**src/rtl/nd_nto1.sv**
```systemverilog
// N-to-1 merge node: NCH four-phase input channels arbitrated into one shared
// FIFO, drained onto a single four-phase output channel.
`ifndef NS_2to1_FSZ
`define NS_2to1_FSZ 2
`endif
`ifndef NS_ADDRESS_SIZE
`define NS_ADDRESS_SIZE 4
`endif
`ifndef NS_DATA_SIZE
`define NS_DATA_SIZE 8
`endif
`ifndef NS_REDUN_SIZE
`define NS_REDUN_SIZE 4
`endif

module nd_nto1_lane (
  input  logic i_clk,
  input  logic reset,
  input  logic ready,
  input  logic req,
  input  logic wr_sel,
  output logic ack
);
  // ack rises on the write edge, falls once the sender has released req
  always_ff @(posedge i_clk or posedge reset)
    if (reset)         ack <= 1'b0;
    else if (ready) begin
      if (wr_sel)      ack <= 1'b1;
      else if (!req)   ack <= 1'b0;
    end
endmodule

module nd_nto1 #(
  parameter int NCH  = 4,
  parameter int FSZ  = `NS_2to1_FSZ,
  parameter int ASZ  = `NS_ADDRESS_SIZE,
  parameter int DSZ  = `NS_DATA_SIZE,
  parameter int RSZ  = `NS_REDUN_SIZE,
  parameter int MODE = 0
) (
  input  logic                           i_clk,
  input  logic                           reset,
  output logic                           ready,
  input  logic [NCH*(2*ASZ+DSZ+RSZ)-1:0] rcv_msg,
  input  logic [NCH-1:0]                 rcv_req,
  output logic [NCH-1:0]                 rcv_ack,
  output logic [2*ASZ+DSZ+RSZ-1:0]       snd_msg,
  output logic                           snd_req,
  input  logic                           snd_ack,
  output logic [FSZ:0]                   fifo_cnt
);
  localparam int MSZ   = 2*ASZ + DSZ + RSZ;
  localparam int DEPTH = 1 << FSZ;
  localparam int PSZ   = (NCH > 1) ? $clog2(NCH) : 1;

  logic [NCH-1:0][MSZ-1:0] msgs;
  logic [NCH-1:0]          elig;
  logic [PSZ-1:0]          ptr, gnt;
  logic [FSZ-1:0]          head, tail;
  logic                    any, full, wr, pop, busy;
  logic [MSZ-1:0]          mem [DEPTH];

  assign msgs = rcv_msg;
  assign elig = rcv_req & ~rcv_ack;
  assign full = (fifo_cnt == (FSZ+1)'(DEPTH));
  assign wr   = ready & any & ~full;
  // Full is judged on the registered count, so a same-edge pop never frees a slot
  assign pop  = ready & ~busy & ~snd_req & ~snd_ack & (fifo_cnt != '0);

  // Search from ptr (round-robin) or from 0 (fixed priority)
  always_comb begin
    logic [PSZ:0] s;
    gnt = '0;
    any = 1'b0;
    s   = '0;
    for (int k = 0; k < NCH; k++) begin
      s = (MODE == 0) ? ({1'b0, ptr} + (PSZ+1)'(k)) : (PSZ+1)'(k);
      if (s >= (PSZ+1)'(NCH)) s = s - (PSZ+1)'(NCH);
      if (!any && elig[s[PSZ-1:0]]) begin
        any = 1'b1;
        gnt = s[PSZ-1:0];
      end
    end
  end

  for (genvar i = 0; i < NCH; i++) begin : g_lane
    nd_nto1_lane u_lane (
      .i_clk  (i_clk),
      .reset  (reset),
      .ready  (ready),
      .req    (rcv_req[i]),
      .wr_sel (wr && (gnt == PSZ'(i))),
      .ack    (rcv_ack[i])
    );
  end

  always_ff @(posedge i_clk)
    if (wr) mem[tail] <= msgs[gnt];

  always_ff @(posedge i_clk or posedge reset)
    if (reset) begin
      ready    <= 1'b0;
      head     <= '0;
      tail     <= '0;
      fifo_cnt <= '0;
      ptr      <= '0;
      busy     <= 1'b0;
      snd_req  <= 1'b0;
      snd_msg  <= '0;
    end else begin
      ready    <= 1'b1;
      fifo_cnt <= fifo_cnt + (FSZ+1)'(wr) - (FSZ+1)'(pop);
      if (wr)  tail <= tail + 1'b1;
      if (pop) head <= head + 1'b1;
      if (wr && MODE == 0)
        ptr <= (gnt == PSZ'(NCH-1)) ? '0 : gnt + 1'b1;
      // busy keeps snd_msg frozen until the receiver has dropped ack
      if (pop) begin
        snd_msg <= mem[head];
        snd_req <= 1'b1;
        busy    <= 1'b1;
      end else begin
        if (snd_req && snd_ack)            snd_req <= 1'b0;
        if (busy && !snd_req && !snd_ack)  busy    <= 1'b0;
      end
    end
endmodule

```
**config.mk**
```make
export PLATFORM = sky130hd
export DESIGN_NAME = nd_nto1
export DESIGN_NICKNAME = d
export VERILOG_FILES = /design/src/rtl/nd_nto1.sv
export SDC_FILE = /design/constraint.sdc
export NUM_CORES = 1
export LEC_CHECK = 0
export ABC_CLOCK_PERIOD_IN_PS = 3800
export CORE_ASPECT_RATIO = 1.1
export CORE_UTILIZATION = 45
export CTS_BUF_LIST = sky130_fd_sc_hd__clkbuf_4 sky130_fd_sc_hd__clkbuf_8 sky130_fd_sc_hd__clkbuf_16
export DETAILED_ROUTE_END_ITERATION = 16
export PLACE_DENSITY = 0.78
export SLEW_MARGIN = 20
export SYNTH_ARGS = -nofsm -noshare
export SYNTH_HDL_FRONTEND = slang
export SYNTH_SLANG_ARGS = --single-unit
```
**constraint.sdc**
```tcl
create_clock -name i_clk -period 3.8 [get_ports i_clk]
set_input_delay 0.38 -clock i_clk [delete_from_list [all_inputs] [get_ports i_clk]]
set_output_delay 0.38 -clock i_clk [all_outputs]
set_load 0.05 [all_outputs]
```
* Word-level counts from Yosys, hierarchy flattened
Memories as Yosys holds them, arrays and structs flattened. A register that Yosys moved wholly into a read port is not among the register bits.
Cells that the tools add are included.
** Cells by class
- Add/sub/neg operators :: 12
- $mul :: 0
- Divide/modulo/power cells :: 0
- Order comparisons :: 9
- Equal/unequal tests :: 8
- Shift-type cells :: 0
- Muxes and demuxes :: 37
- Bitwise gates (word level) :: 12
- Reduce and logical (&&, ||, !) cells :: 23
** Operators with widths (number)
- 20-bit binary-select mux with 2-bit select :: 1
- 1-bit 2-to-1 mux :: 22
- 20-bit 2-to-1 mux :: 1
- 2-bit 2-to-1 mux :: 9
- 2-bit by 3-bit < comparator with 1-bit output (second input constant) :: 5
- 1-bit logical AND :: 10
- 3-bit >= comparator (second input constant) :: 3
- 1-bit binary-select mux with 2-bit select :: 4
- 2-bit by 1-bit inequality test with 1-bit output (second input constant) :: 4
- 2-bit AND reduction :: 4
- 2-bit by 1-bit subtractor with 2-bit output (second input constant) :: 4
- 2-bit by 1-bit adder with 2-bit output (second input constant) :: 3
- 2-bit by 2-bit adder with 3-bit output (second input constant) :: 2
- 1-bit bitwise AND :: 6
- 1-bit zero test :: 5
- 4-bit bitwise AND :: 1
- 2-bit equality test (second input constant) :: 2
- 1-bit NOT :: 4
- 4-bit NOT :: 1
- 2-bit nonzero test :: 2
- 2-bit by 1-bit adder with 3-bit output (second input constant) :: 1
- 3-bit by 1-bit adder with 3-bit output :: 1
- 3-bit equality test (second input constant) :: 1
- 2-bit by 3-bit >= comparator with 1-bit output (second input constant) :: 1
- other kinds (4) :: 4
** Word-level totals
- Bits in registers :: 16
- Latch bits :: 0
- Bits in writable memories :: 80
- Memory bits (read-only) :: 0
- Bits of input ports :: 87
- Output and inout bits :: 29
- Word-level logic and storage cells :: 113
- Memories :: 1
** Memory list
- mem :: words 4, bits a word 20, rd ports 1, clocked after Yosys merged registers in 1, wr ports 1, RTL line 61 : logic [MSZ-1:0] mem [DEPTH];

* Longest topological paths before layout
Gate-level depths: netlist of the first run.
- Depth after elaboration :: 19
- Depth in mapped cells :: 10
- Depth with buffers taken out :: 9

* Hierarchy
Synthesis of the first run repeated with hierarchy kept, for this count alone.
** Unflattened totals
- Cells, all modules :: 366
- Area, all modules :: 5427.7 sq um
** By module, submodules not included
- nd_nto1 :: times used 1, cells each 350, area each 5252.5 sq um, seq. area each 3203.1 sq um
- nd_nto1_lane :: times used 4, cells each 4, area each 43.8 sq um, seq. area each 25.0 sq um

* Worst setup path after synthesis of the first run
No wires, ideal clock.
- Path type :: reg-to-reg
- From :: register ready
- To :: register fifo_cnt[1]
- Setup time :: 0.135 ns
- Data arrival time :: 2.225 ns
- Required time :: 3.665 ns
- Setup slack :: 1.440 ns
- Stages on the path, launching flop included :: 9
- Path buffers :: 2
- Clock period less this slack :: 2.360 ns
- Path through :: dfrtp_1 > nor4b_1 > o31a_1 > buf_4 > buf_4 > ha_1 > inv_1 > ha_1 > fa_1
** On the way
- Cells in the longest elaborated chain, start to end :: 5
- Elaborated cells on any way between the ends :: 8
- Classes of those cells :: 2 x add/sub; 6 x bitwise
** RTL lines
- start, declared :: RTL line 43 : output logic ready,
- start signal, assigned :: RTL line 102 : ready <= 1'b0;
- start signal, assigned :: RTL line 111 : ready <= 1'b1;
- 1-bit bitwise AND (4 in series) :: RTL line 68 : assign pop = ready & ~busy & ~snd_req & ~snd_ack & (fifo_cnt != '0);
- via pop :: RTL line 60 : logic any, full, wr, pop, busy;
- 3-bit by 1-bit subtractor with 3-bit output :: RTL line 112 : fifo_cnt <= fifo_cnt + (FSZ+1)'(wr) - (FSZ+1)'(pop);
- end signal, assigned :: RTL line 112
- end, declared :: RTL line 50 : output logic [FSZ:0] fifo_cnt
The timed path passes the listed nets, and every way through them passes these cells.
A chain may end at the register's enable or synchronous reset.

* Final worst setup path of the first run
- From :: register ptr[1]
- To :: register ptr[1]
** On the way
- Cells in the longest elaborated chain, start to end :: 16
- Elaborated cells on any way between the ends :: 42
- Classes of those cells :: 8 x add/sub; 4 x order compare; 1 x eq/ne; 21 x mux; 2 x bitwise; 6 x reduce/logical
** RTL lines
- start, declared :: RTL line 58 : logic [PSZ-1:0] ptr, gnt;
- start signal, assigned :: RTL line 116 : ptr <= (gnt == PSZ'(NCH-1)) ? '0 : gnt + 1'b1;
- branches (longest 16 deep; another with 2-bit by 1-bit adder with 3-bit output)
Several ways; the timed one is not identified. The select of a mux whose other input is x is not followed.

==> results of run 1 <==
## kinds of logic after synthesis
logic type               share of synthesized area [%]
AND/OR/NAND/NOR                                   5.37
buffers and inverters                             4.54
multiplexers                                      13.1
AO/OA/AOI/OAI                                     12.6
other                                           0.0691
adder cells (fa/ha/maj)                           2.67
XOR/XNOR                                         0.807
flip-flops                                        60.9
## flip-flops by register name, indices dropped and copies added (netlist names)
| signal | flops |
|---|---|
| g_lane.u_lane.ack | 4 |
| snd_req | 1 |
| tail | 2 |
| ptr | 2 |
| ready | 1 |
| mem | 80 |
| busy | 1 |
| head | 2 |
| snd_msg | 20 |
| fifo_cnt | 3 |
## worst max-delay path by stage
| stage | from | end | cells after the start |
|---|---|---|---|
| 2_1_floorplan | ready | fifo_cnt[1] | 8 |
| 3_3_place_gp | rcv_req[3] | fifo_cnt[2] | 10 |
| 3_5_place_dp | rcv_req[0] | ptr[1] | 6 |
| 4_1_cts | ptr[1] | ptr[1] | 5 |
| 5_1_grt | ptr[1] | ptr[1] | 5 |
| 6_report | ptr[1] | ptr[1] | 5 |
## layout by cell type (no fill, tap or decap), drive strengths merged, types with 3 or more instances in the layout
master	synthesis	final
xnor2	3	3
clkdlybuf4s50	0	115
nor2	3	3
a32oi	40	40
clkinvlp	0	4
mux4	20	20
a22o	4	4
edfxtp	80	80
nand3	20	20
inv	10	17
buf	25	12
clkbuf	9	18
nand2	3	3
dfrtp	36	36
and2	5	5
nand2b	7	7
o21ai	41	41
ha	10	10
mux2	23	23
## metal layers
| metal | vias to the layer above | global-route usage [%] | wire length, µm |
|---|---|---|---|
| li1 | 1665 | - | - |
| met3 | 25 | 5.87 | 1070 |
| met1 | 1868 | 27.3 | 5270 |
| met4 | 0 | 10.7 | 345 |
| met2 | 193 | 40.6 | 6990 |
| met5 | - | 0 | 0 |
## power by group
| group | internal, mW | total [mW] | leakage [nW] | switching [mW] |
|---|---|---|---|---|
| combinational | 1.09 | 2.75 | 1.13 | 1.66 |
| sequential | 2.02 | 2.30 | 1.16 | 0.286 |
| clock | 0.937 | 1.55 | 0.275 | 0.613 |
## worst max-delay path, cell delays in order, from the launching register on
cell      delay (ns)
dfrtp_1         0.46
and3b_2         0.29
a211oi_2        0.28
and2_1          0.80
ha_1            0.36
mux2_2          0.26
## layout make-up
| type | count | area (µm²) | share of cell area, % |
|---|---|---|---|
| Inverter | 10 | 37.5 | 0.519 |
| Multi-Input combinational cell | 200 | 1880 | 26.0 |
| Timing Repair Buffer | 127 | 1240 | 17.2 |
| Clock inverter | 14 | 144 | 1.99 |
| Sequential cell | 116 | 3300 | 45.6 |
| Tap cell | 150 | 188 | 2.59 |
| Clock buffer | 18 | 439 | 6.07 |
## through the flow
step / utilization [%] / total power [mW]
global route: 62.4 / 6.92
CTS: 62.4 / 6.64
finish: 62.4 / 6.60
detailed placement: 57.4 / 5.07
floorplan: - / 4.24
global placement: 57.4 / 4.95
==> metrics.cfg, run 1 <==
[outcome]
outcome=finished clean

[synth]
synthesis.nets=458
syn_area_per_cell_um2=15.1
synthDominantCellAreaShare_pct=44.3
yosysTopAreaCell=edfxtp_1
synth-edff-count=80
ys_warn_count=0
syn_inst=360
syn_area_um2=5430
async_flop_share_pct=31.0
netlist_top_cells_area=edfxtp_1 44%, dfrtp_1 17%, mux4_2 8.3%, a32oi_1 6.5%, mux2_2 4.8%
ys_types=41
yosysSeqAreaShare_pct=60.9
synthTopCellsByCount=80 x edfxtp_1, 40 x a32oi_1, 36 x dfrtp_1, 36 x o21ai_0, 23 x mux2_2
yosys_register_bits=116
synth_flop_cell=edfxtp_1
synth_most_common_cell=edfxtp_1

[route]
vias=3751
ant_nets=0
drc=0
wire_per_inst_um=21.5
first_pass_iters=5
wirelength_mm=13.7
drt_iter0_drc=285
via_per_inst=5.91

[global_routing]
grt.overflow.total=0
antenna_found_initial=0
grt_max_degree=42
first_global_vias=4033
grt_pass1_wl_mm=21.3
grt_use_total_pct=23.3

[worst_setup_path]
cp.required_ns=4.09
arrival_ns=2.86
r2r_cells=5
r2r-end=ptr[1]
reg2reg_slack_ns=1.23
r2r-start=ptr[1]
cp-end-kind=register
criticalPathCategory=reg -> reg
cp-start-kind=register
crit_fanout=20

[sta]
max_freq_ghz=0.390
worst_pin_slew_ns=1.01
timing.hold.ws_ns=0.398
setup_viol=0
rsz0062_at_grt=no
finClkSkew_ns=0.00994
final_hold_viol_count=0
period_share_pct=67.5
max_slew_margin_pct=32.6
period_needed_ns=2.57
drv_slew=0
fin_tns_setup_ns=0
setup_ws_ns=1.23

[clock_tree]
holdBufCountCts=0
cts_inserted_buffers=17
cts_tree=done
cts.path.max_buffers=2
root_buffer=clkbuf_16
post_cts_resized=0
cts_max_level=4
cts_sinks=116
postCtsSetupRepairBufs=0
insertion_delay_ns=0.41
clk_pin_slew_ns=0.06

[place]
place_inst=603
dpl.hpwl_mm=8.66
gp_routability_congestion=0.799
portBuffers=115
post_dp_cell_area_um2=6650
place_ws_ns=0.934

[die]
pin_count=116
placementRows=41
die_x_um=107
start_util_pct=46.8
dieArea_um2=12500
die_h_um=117
core_um2=11600

[cells_and_area]
final_nets=570
instances_no_fill=635
drive_above_1_share_pct=20.2
postLayoutCellArea_um2=7240
num_antenna_cells=0
area_delta_synth_final_pct=33.3
nFillCells=862

[flow_run]
maxCapViolCount=0

[power]
p_leak_nw=2.56
power_density_nw_per_um2=912
ir_drop_mv=0.575

[worst_hold_path]
min_path_type=in -> async

No activity file was read; power rests on OpenSTA's default activity.
==> run 2, diff against run 1 <==
--- a/config.mk
+++ b/config.mk
@@ -5,7 +5,7 @@
 export SDC_FILE = /design/constraint.sdc
 export NUM_CORES = 1
 export LEC_CHECK = 0
-export ABC_CLOCK_PERIOD_IN_PS = 3800
+export ABC_CLOCK_PERIOD_IN_PS = 2600
 export CORE_ASPECT_RATIO = 1.1
 export CORE_UTILIZATION = 45
 export CTS_BUF_LIST = sky130_fd_sc_hd__clkbuf_4 sky130_fd_sc_hd__clkbuf_8 sky130_fd_sc_hd__clkbuf_16
==> constraint.sdc (replaced) <==
create_clock -name i_clk -period 2.6 [get_ports i_clk]
set_input_delay 0.26 -clock i_clk [delete_from_list [all_inputs] [get_ports i_clk]]
set_output_delay 0.26 -clock i_clk [all_outputs]
set_load 0.05 [all_outputs]
==> run 2 against run 1 <==
Fmax is 14% higher. Combinational power is 56% higher. Cell count is 1.1% higher. Clock power is 60% higher. Core utilization is 1.3 points higher. Non-clock buffer count is 7 higher. Wire length is 3.1% higher. Sequential power is 43% higher. Count of clock-buffer cells in the layout stayed put. First-iteration DRC count is 14% higher. Critical endpoint is now mem[3][16]. Largest power group unchanged.
==> metrics.cfg, run 2 (synthesis results as in run 1) <==
[outcome]
outcome=finished clean  ; unchanged

[worst_setup_path]
cpLargestDelayFamily=simple AND/OR/NAND/NOR gates  ; unchanged
arrival_ns=2.43  ; was 2.86 ns
cp-start-kind=register  ; unchanged
cp_cell_sequence=nor4b_2 > or2_2 > buf_4 > o21ai_0 > a32oi_1  ; was and3b_2 > a211oi_2 > and2_1 > ha_1 > mux2_2
criticalPathCategory=reg -> reg  ; unchanged
crit_fanout=17  ; was 20
cp.buffers_inverters=1  ; was 0
cp-end-kind=register  ; unchanged
cpPeakStageDelay_ns=0.45  ; was 0.80 ns
crit_slowest_cell=dfrtp_1  ; was and2_1
cp.required_ns=2.77  ; was 4.09 ns

[route]
wirelength_mm=14.1  ; was 13.7 mm
first_pass_iters=5  ; unchanged
vias=3882  ; was 3751
wire_per_inst_um=22.0  ; was 21.5 µm
drt_iter0_drc=324  ; was 285
drc=0  ; unchanged
via_per_inst=6.05  ; was 5.91
ant_nets=0  ; unchanged

[power]
combPwrFrac_pct=42.7  ; was 41.6%
seq_power_share_pct=32.7  ; was 34.9%
p_leak_nw=2.64  ; was 2.56 nW
power_density_nw_per_um2=1360  ; was 912 nW/µm²
power_switching_mw=3.73  ; was 2.56 mW
p_sw_share_pct=37.2  ; was 38.7%
ir_drop_mv=1.13  ; was 0.575 mV
power_frac_clock_pct=24.7  ; was 23.5%
cellInternalPower_mw=6.31  ; was 4.05 mW
power_mw=10.0  ; was 6.60 mW

[place]
portBuffers=115  ; unchanged
gp_routability_congestion=0.832  ; was 0.799
dpl.hpwl_mm=9.08  ; was 8.66 mm

[sta]
fin_tns_setup_ns=0  ; unchanged
finClkSkew_ns=0.00664  ; was 0.00994 ns
final_hold_viol_count=0  ; unchanged
period_needed_ns=2.25  ; was 2.57 ns
worst_pin_slew_ns=0.695  ; was 1.01 ns
max_freq_ghz=0.444  ; was 0.390 GHz
max_slew_margin_pct=53.7  ; was 32.6%
period_share_pct=86.7  ; was 67.5%
rsz0062_at_grt=no  ; unchanged
setup_viol=0  ; unchanged
drv_slew=0  ; unchanged

[die]
placementRows=41  ; unchanged
die_x_um=107  ; unchanged
pin_count=116  ; unchanged
start_util_pct=46.8  ; unchanged
die_h_um=117  ; unchanged
core_um2=11600  ; unchanged
dieArea_um2=12500  ; unchanged

[cells_and_area]
area_delta_synth_final_pct=36.2  ; was 33.3%
largest_reg_flops=80  ; unchanged
final_nets=577  ; was 570
num_antenna_cells=0  ; unchanged
largestRegisters=mem: 80 flops, snd_msg: 20 flops, g_lane.u_lane.ack: 4 flops  ; unchanged
nFillCells=859  ; was 862
layout_commonest_cell=clkdlybuf4s50_1  ; unchanged
final_cell_mix=115 x clkdlybuf4s50_1, 80 x edfxtp_1, 40 x a32oi_1, 36 x o21ai_0, 36 x dfrtp_1  ; unchanged
top_register=mem  ; unchanged
drive_above_1_share_pct=21.3  ; was 20.2%
utilization_pct=63.8  ; was 62.4%

[global_routing]
grt_use_total_pct=23.9  ; was 23.3%
grt_pass1_wl_mm=21.5  ; was 21.3 mm
grt_max_degree=42  ; unchanged
first_global_vias=3956  ; was 4033
antenna_found_initial=0  ; unchanged
grt.overflow.total=0  ; unchanged

[clock_tree]
postCtsSetupRepairBufs=0  ; unchanged
cts_sinks=116  ; unchanged
insertion_delay_ns=0.41  ; about the same
cts_max_level=4  ; unchanged
clk_pin_slew_ns=0.06  ; about the same
cts.path.max_buffers=2  ; unchanged
root_buffer=clkbuf_16  ; unchanged
holdBufCountCts=0  ; unchanged
cts_tree=done  ; unchanged
cts_inserted_buffers=17  ; unchanged
post_cts_resized=0  ; unchanged

[flow_run]
maxCapViolCount=0  ; unchanged

[worst_hold_path]
min_path_type=in -> async  ; unchanged

[run 2: final cells by class]
cell class	instances	area (µm²)	area share, %
Clock inverter	14	203	2.74
Sequential cell	116	3300	44.7
Tap cell	150	188	2.54
Inverter	10	37.5	0.508
Multi-Input combinational cell	200	1880	25.5
Clock buffer	18	433	5.86
Timing Repair Buffer	134	1340	18.2
[run 2: worst paths after layout]
| path | cells after the start | start | slack (ns) | endpoint |
|---|---|---|---|---|
| max in group asynchronous | 3 | reset | 1.93 | snd_msg[11] |
| min in group i_clk | 3 | snd_ack | 0.48 | snd_req |
| max reg2reg | 5 | ptr[1] | 0.35 | mem[3][16] |
| max | 5 | ptr[1] | 0.35 | mem[3][16] |
| min | 3 | reset | 0.29 | snd_req |
| min reg2reg | 1 | snd_msg[14] | 0.51 | snd_msg[14] |
[run 2: metrics by stage]
step                      hold slack [ns]  cells  setup WS (ns)  instance area (µm²)
after floorplan                     0.415    360          0.240                 5430
after global placement              0.491    610          0.234                 6760
after detailed placement            0.498    610          0.107                 6760
after CTS                           0.299    642          0.366                 7390
after global routing                0.328    642          0.216                 7390
final                               0.294    642          0.345                 7390
[run 2: power by group through the flow]
stage	clock, mW	sequential [mW]	combinational, mW
finish	2.48	3.28	4.28
detailed placement	0	3.31	4.25
floorplan	0	3.86	2.34
CTS	2.50	3.29	4.29
global route	2.58	3.34	4.56
global placement	0	3.26	4.09
[run 2: tightest hold or removal path, cell delays in order]
cell             delay [ns]
clkdlybuf4s50_1        0.40
clkinv_1               0.04
buf_4                  0.45
[run 2: metal layers]
metal  GRT usage [%]  part of all wire, %
met1            28.4                   39
met2            41.6                   51
met3            6.42                  7.4
met4            9.32                  2.6
met5               0                    0
